**src/rtl/lsu_mem_access.sv**
```systemverilog
// lsu_mem_access: memory-access stage of the load/store unit.
// Accepts one load/store at a time, validates funct3 and alignment, drives a
// word-wide data-memory port with byte lanes, and returns the raw read word
// together with the original instruction and address.
// Optional feature: define LSU_ACCESS_TIMEOUT_EN to abort an ACCESS that
// waits TIMEOUT_CYCLES cycles without mem_ack (reported as rsp_err).
module lsu_mem_access #(
  parameter int unsigned TIMEOUT_CYCLES = 255,
  parameter int unsigned TO_W           = 8
) (
  input  logic        clk,
  input  logic        rst,
  input  logic        req_valid,
  output logic        req_ready,
  input  logic [31:0] req_instruction,
  input  logic [31:0] req_address,
  input  logic [31:0] req_wdata,
  output logic        mem_req,
  output logic        mem_we,
  output logic [31:0] mem_addr,
  output logic [3:0]  mem_be,
  output logic [31:0] mem_wdata,
  input  logic        mem_ack,
  input  logic [31:0] mem_rdata,
  output logic        rsp_valid,
  input  logic        rsp_ready,
  output logic [31:0] rsp_instruction,
  output logic [31:0] rsp_address,
  output logic [31:0] rsp_read_data,
  output logic        rsp_err
);

  localparam logic [6:0] OPC_LOAD  = 7'b0000011;
  localparam logic [6:0] OPC_STORE = 7'b0100011;

  // The timeout counter must be able to hold TIMEOUT_CYCLES.
  if ((64'd1 << TO_W) <= 64'(TIMEOUT_CYCLES)) begin : g_bad_to_w
    $error("lsu_mem_access: TO_W too narrow for TIMEOUT_CYCLES");
  end

  typedef enum logic [1:0] {
    IDLE   = 2'd0,
    ACCESS = 2'd1,
    RESP   = 2'd2
  } state_t;

  state_t      state_q, state_d;
  logic [31:0] instr_q, instr_d;
  logic [31:0] addr_q, addr_d;
  logic [31:0] wdata_q, wdata_d;
  logic [31:0] rdata_q, rdata_d;
  logic        err_q, err_d;
`ifdef LSU_ACCESS_TIMEOUT_EN
  logic [TO_W-1:0] cnt_q, cnt_d;
`endif

  logic [2:0] req_f3;
  logic [6:0] req_opc;
  logic       req_err;
  logic       is_load_q;
  logic [3:0] lane_be;

  // Classify the incoming request: legal funct3 per opcode, then natural alignment.
  always_comb begin
    req_opc = req_instruction[6:0];
    req_f3  = req_instruction[14:12];
    req_err = 1'b0;
    if (req_opc == OPC_LOAD) begin
      if (req_f3 == 3'b011 || req_f3 == 3'b110 || req_f3 == 3'b111) begin
        req_err = 1'b1;
      end
    end else if (req_opc == OPC_STORE) begin
      if (req_f3 >= 3'b011) begin
        req_err = 1'b1;
      end
    end else begin
      req_err = 1'b1;
    end
    if (req_f3[1:0] == 2'b01 && req_address[0]) begin
      req_err = 1'b1;
    end
    if (req_f3[1:0] == 2'b10 && req_address[1:0] != 2'b00) begin
      req_err = 1'b1;
    end
  end

  // Byte-lane enables for the held access; loads use the same lanes as stores.
  always_comb begin
    case (instr_q[13:12])
      2'b00:   lane_be = 4'b0001 << addr_q[1:0];
      2'b01:   lane_be = 4'b0011 << addr_q[1:0];
      default: lane_be = 4'b1111;
    endcase
  end

  assign is_load_q = (instr_q[6:0] == OPC_LOAD);

  // Next-state and captured-field logic for the three-state access FSM.
  always_comb begin
    state_d = state_q;
    instr_d = instr_q;
    addr_d  = addr_q;
    wdata_d = wdata_q;
    rdata_d = rdata_q;
    err_d   = err_q;
`ifdef LSU_ACCESS_TIMEOUT_EN
    cnt_d   = cnt_q;
`endif
    case (state_q)
      IDLE: begin
        if (req_valid) begin
          instr_d = req_instruction;
          addr_d  = req_address;
          wdata_d = req_wdata;
          rdata_d = 32'd0;
          err_d   = req_err;
`ifdef LSU_ACCESS_TIMEOUT_EN
          cnt_d   = '0;
`endif
          state_d = req_err ? RESP : ACCESS;
        end
      end
      ACCESS: begin
        if (mem_ack) begin
          rdata_d = is_load_q ? mem_rdata : 32'd0;
          state_d = RESP;
        end
`ifdef LSU_ACCESS_TIMEOUT_EN
        else if (cnt_q == TO_W'(TIMEOUT_CYCLES - 1)) begin
          rdata_d = 32'd0;
          err_d   = 1'b1;
          state_d = RESP;
        end else begin
          cnt_d = cnt_q + 1'b1;
        end
`endif
      end
      RESP: begin
        if (rsp_ready) begin
          state_d = IDLE;
        end
      end
      default: state_d = IDLE;
    endcase
  end

  // State and captured request/response registers, cleared asynchronously.
  always_ff @(posedge clk or posedge rst) begin
    if (rst) begin
      state_q <= IDLE;
      instr_q <= 32'd0;
      addr_q  <= 32'd0;
      wdata_q <= 32'd0;
      rdata_q <= 32'd0;
      err_q   <= 1'b0;
    end else begin
      state_q <= state_d;
      instr_q <= instr_d;
      addr_q  <= addr_d;
      wdata_q <= wdata_d;
      rdata_q <= rdata_d;
      err_q   <= err_d;
    end
  end

`ifdef LSU_ACCESS_TIMEOUT_EN
  // Cycles spent waiting for mem_ack in the current access.
  always_ff @(posedge clk or posedge rst) begin
    if (rst) begin
      cnt_q <= '0;
    end else begin
      cnt_q <= cnt_d;
    end
  end
`endif

  // req_ready is masked by rst so it stays low for the whole reset pulse.
  assign req_ready       = (state_q == IDLE) & ~rst;
  assign mem_req         = (state_q == ACCESS);
  assign mem_we          = (state_q == ACCESS) & ~is_load_q;
  assign mem_be          = (state_q == ACCESS) ? lane_be : 4'b0000;
  assign mem_addr        = {addr_q[31:2], 2'b00};
  assign mem_wdata       = wdata_q << {addr_q[1:0], 3'b000};
  assign rsp_valid       = (state_q == RESP);
  assign rsp_instruction = instr_q;
  assign rsp_address     = addr_q;
  assign rsp_read_data   = rdata_q;
  assign rsp_err         = err_q;

endmodule
```
**config.mk**
```make
export PLATFORM = sky130hd
export DESIGN_NAME = lsu_mem_access
export DESIGN_NICKNAME = d
export VERILOG_FILES = /design/src/rtl/lsu_mem_access.sv
export SDC_FILE = /design/constraint.sdc
export NUM_CORES = 1
export LEC_CHECK = 0
export CAP_MARGIN = 20
export CELL_PAD_IN_SITES_DETAIL_PLACEMENT = 0
export CELL_PAD_IN_SITES_GLOBAL_PLACEMENT = 1
export CORE_MARGIN = 2
export CORE_UTILIZATION = 33
export DETAILED_ROUTE_END_ITERATION = 12
export PLACE_DENSITY = 0.95
export SETUP_SLACK_MARGIN = 0.02
export SLEW_MARGIN = 25
export SYNTH_ARGS = -nofsm -noshare
export SYNTH_HDL_FRONTEND = slang
export SYNTH_SLANG_ARGS = --single-unit
```
**constraint.sdc**
```tcl
create_clock -name clk -period 9.1 [get_ports clk]
set_input_delay 1.82 -clock clk [delete_from_list [all_inputs] [get_ports clk]]
set_output_delay 1.82 -clock clk [all_outputs]
set_load 0.01 [all_outputs]
```
==> metrics.md <==
| Metric | Value |
|---|---|
| I/O pin cnt | `~300` |
| Seq/Total Area, Yosys | `54.54%` |
| Clock-pin slew on the worst setup and hold paths | `about 0.060 ns` |
| Final Routed Wirelength | `17.78 mm` |
| Final setup TNS | `0 ns` |
| Vias in the first global route | `about 5.2k` |
| CP Launch Type | `input port` |
| VDD IR max | `160.0 uV` |
| Placed Area | `between 8000 and 9000 um2` |
| # setup viols final | `0` |
| Clock skew | `0.006504 ns` |
| Setup bufs post-CTS | `0` |
| CTS tree | `yes` |
| Latest clock arrival within the worst-skew pair | `just over 0.4 ns` |
| Total power | `between 2 and 2.5 mW` |
| Worst slew pin tran | `between 0.8 and 0.9 ns` |
| Synth-to-layout area growth | `58.62%` |
| PwrDens | `225.7 nW/um2` |
| Mapped Area | `roughly 6000 um2` |
| Rel. slew slack | `roughly 47%` |
| Hold Crit Class | `flop to flop` |
| FMAX | `just over 200 MHz` |
| Port bufs | `between 200 and 300` |
| Min Tclk post-route | `4.850 ns` |
| WL/cell | `17.73 um` |
| Post-route ant nets | `0` |
| Dpl cells | `971` |
| Clk buf depth | `2` |
| Final Cell Area | `~9500 um2` |
| Mapped Cells | `about 510` |
| WS Path Type | `input port to output pin` |
| Share of cells above drive strength 1 | `18.73%` |
| Die width | `between 100 and 150 um` |
| Post-detail-place hpwl | `roughly 12 mm` |
| CTS Sinks | `about 130` |
| WP data required | `between 7 and 8 ns` |
| Diode count | `0` |
| Initial DRC Count | `between 300 and 400` |
| Post-cts gate resize count | `0` |
| RSZ-0062 raised after global routing | `no` |
| Ys Warns | `0` |
| Initial antenna violation count | `0` |
| Max Cap Violations | `0` |
| Crit. End Element | `output pin` |
| CP Max Fanout | `2` |
| CP arrival | `between 3 and 4 ns` |
| Die ar. | `around 19,000 um2` |
| Vias per inst | `4.955` |
| Initial Utilization | `between 30 and 40%` |
| Hold_buf cts | `0` |
| Distinct cells, synth | `31` |
| H-tree depth | `4` |
| Slew Limit Fails | `0` |
| First-pass DRT Iterations | `4` |
| Final std cells w/o fill | `1,003` |
| Drc violations | `0` |
| Period utilization | `around 53%` |
| Leakage power | `3.794 nW` |
| GP Congestion | `roughly 0.77` |
| Largest net degree at the start of global routing | `a little under 90` |
| Chip height | `~140 um` |
| Status | `complete, no violations` |
| Via count | `4,970` |
| Final hold violation count | `0` |
| Synthesized area per cell | `between 10 and 15 um2` |
| Number of buffers created by CTS | `17` |
| Yosys reg bits | `around 130` |
| Tot GR Track Use | `around 18%` |
| Overflow left after global routing | `0` |
| Nets | `around 900` |
| First-pass GRT wire length | `approximately 28 mm` |
| # rows | `a little under 50` |
| Core Region | `17,900 um2` |
| Clock Root Buffer | `clkbuf_16` |
[layer usage]
layer  share of wire [%]  wire length (um)  global-route usage, %
met4                 2.6               455                  7.124
met1                  42              7389                  22.02
met2                  51              8981                  31.03
met5                   0                 0                      0
met3                 5.4               953                  5.283
[area by class of cell]
class / count / area [um2]
clock buffer: 20 / 466.7
clock inverter: 12 / 131.4
fill: 1574 / 8368
inverter: 4 / 20.02
multi-input combinational: 299 / 2287
sequential: 131 / 3278
tap: 229 / 286.5
timing repair buffer: 308 / 3064
[where the power goes]
group	internal [mW]	switching, mW	total [mW]
clock	0.425	0.259	0.683
combinational	0.419	0.294	0.712
sequential	0.683	0.0731	0.756
[cells by family after synthesis]
group           synth area share [%]
compound gates                 9.180
simple gates                   7.890
flops                          54.54
mux                            20.63
buf+inv                        7.702
other cells                  0.06239
[synthesized netlist by cell type]
library cell | n | area share [%]
o21ai_1 | 29 | 2.4
mux2i_1 | 17 | 2.8
a2111oi_2 | 1 | 0.25
or2_1 | 1 | 0.10
or4_1 | 1 | 0.12
o2bb2ai_1 | 1 | 0.15
nand2b_1 | 1 | 0.10
a21oi_1 | 13 | 1.1
buf_2 | 15 | 1.2
or4_4 | 1 | 0.19
a31o_2 | 1 | 0.15
o21bai_1 | 1 | 0.12
nor2b_1 | 11 | 1.1
nand4_1 | 32 | 3.3
buf_4 | 42 | 5.2
mux2_2 | 95 | 18
nor2_1 | 14 | 0.87
inv_1 | 4 | 0.25
nor3b_1 | 1 | 0.12
nand2_1 | 11 | 0.69
o21ai_0 | 45 | 3.7
clkbuf_2 | 1 | 0.083
clkbuf_1 | 14 | 0.87
a31oi_1 | 1 | 0.10
and4bb_2 | 1 | 0.21
nor3_1 | 2 | 0.17
dfrtp_1 | 131 | 55
a211oi_1 | 8 | 1.0
conb_1 | 1 | 0.062
and2_1 | 8 | 0.83
a221o_1 | 1 | 0.17
[flip-flops by register name, summed over array words and instances (netlist names)]
register / flops
rsp_address: 32
state_q: 2
wdata_q: 32
rsp_instruction: 32
rsp_err: 1
rsp_read_data: 32
[worst max-delay path: stages]
cell             delay (ns)
clkdlybuf4s50_1        0.49
nor3_1                 0.17
clkdlybuf4s50_1        0.56
[placed cells by master (no fill, tap or decap), types with 2 or more instances in the layout]
cell / count
a21oi_1: 13
o21ai_0: 45
clkbuf_16: 17
clkinv_2: 3
nor2b_1: 11
nand4_1: 32
and2_1: 8
a211oi_1: 8
nand2_1: 11
conb_1: 2
inv_1: 3
bufinv_16: 2
dfrtp_1: 131
mux2i_1: 16
mux2_2: 95
clkinvlp_4: 4
nor2_1: 14
o21ai_1: 29
clkdlybuf4s50_1: 299
clkbuf_8: 3
clkinv_4: 3
buf_4: 8
[path summary, 6_finish.rpt]
kind	slack [ns]	cells past startpoint	start	endpoint
max reg2reg	7.00	4	state_q[1]	wdata_q[12]
max in group asynchronous	5.97	3	rst	wdata_q[6]
min reg2reg	0.50	1	wdata_q[30]	wdata_q[30]
min	0.50	1	wdata_q[30]	wdata_q[30]
min in group asynchronous	1.98	2	rst	rsp_read_data[24]
max	4.25	3	rst	req_ready
[stage by stage]
step / util (%) / hold slack, ns / setup WS, ns
4_1_cts: 53.24 / 0.5012 / 4.243
3_3_place_gp: 49.90 / 0.4828 / 4.237
3_5_place_dp: 49.90 / 0.4883 / 4.249
2_1_floorplan: - / 0.4726 / 3.782
5_1_grt: 53.26 / 0.5149 / 4.196
6_report: 53.26 / 0.4975 / 4.250
(Power assumes the default switching activity.)
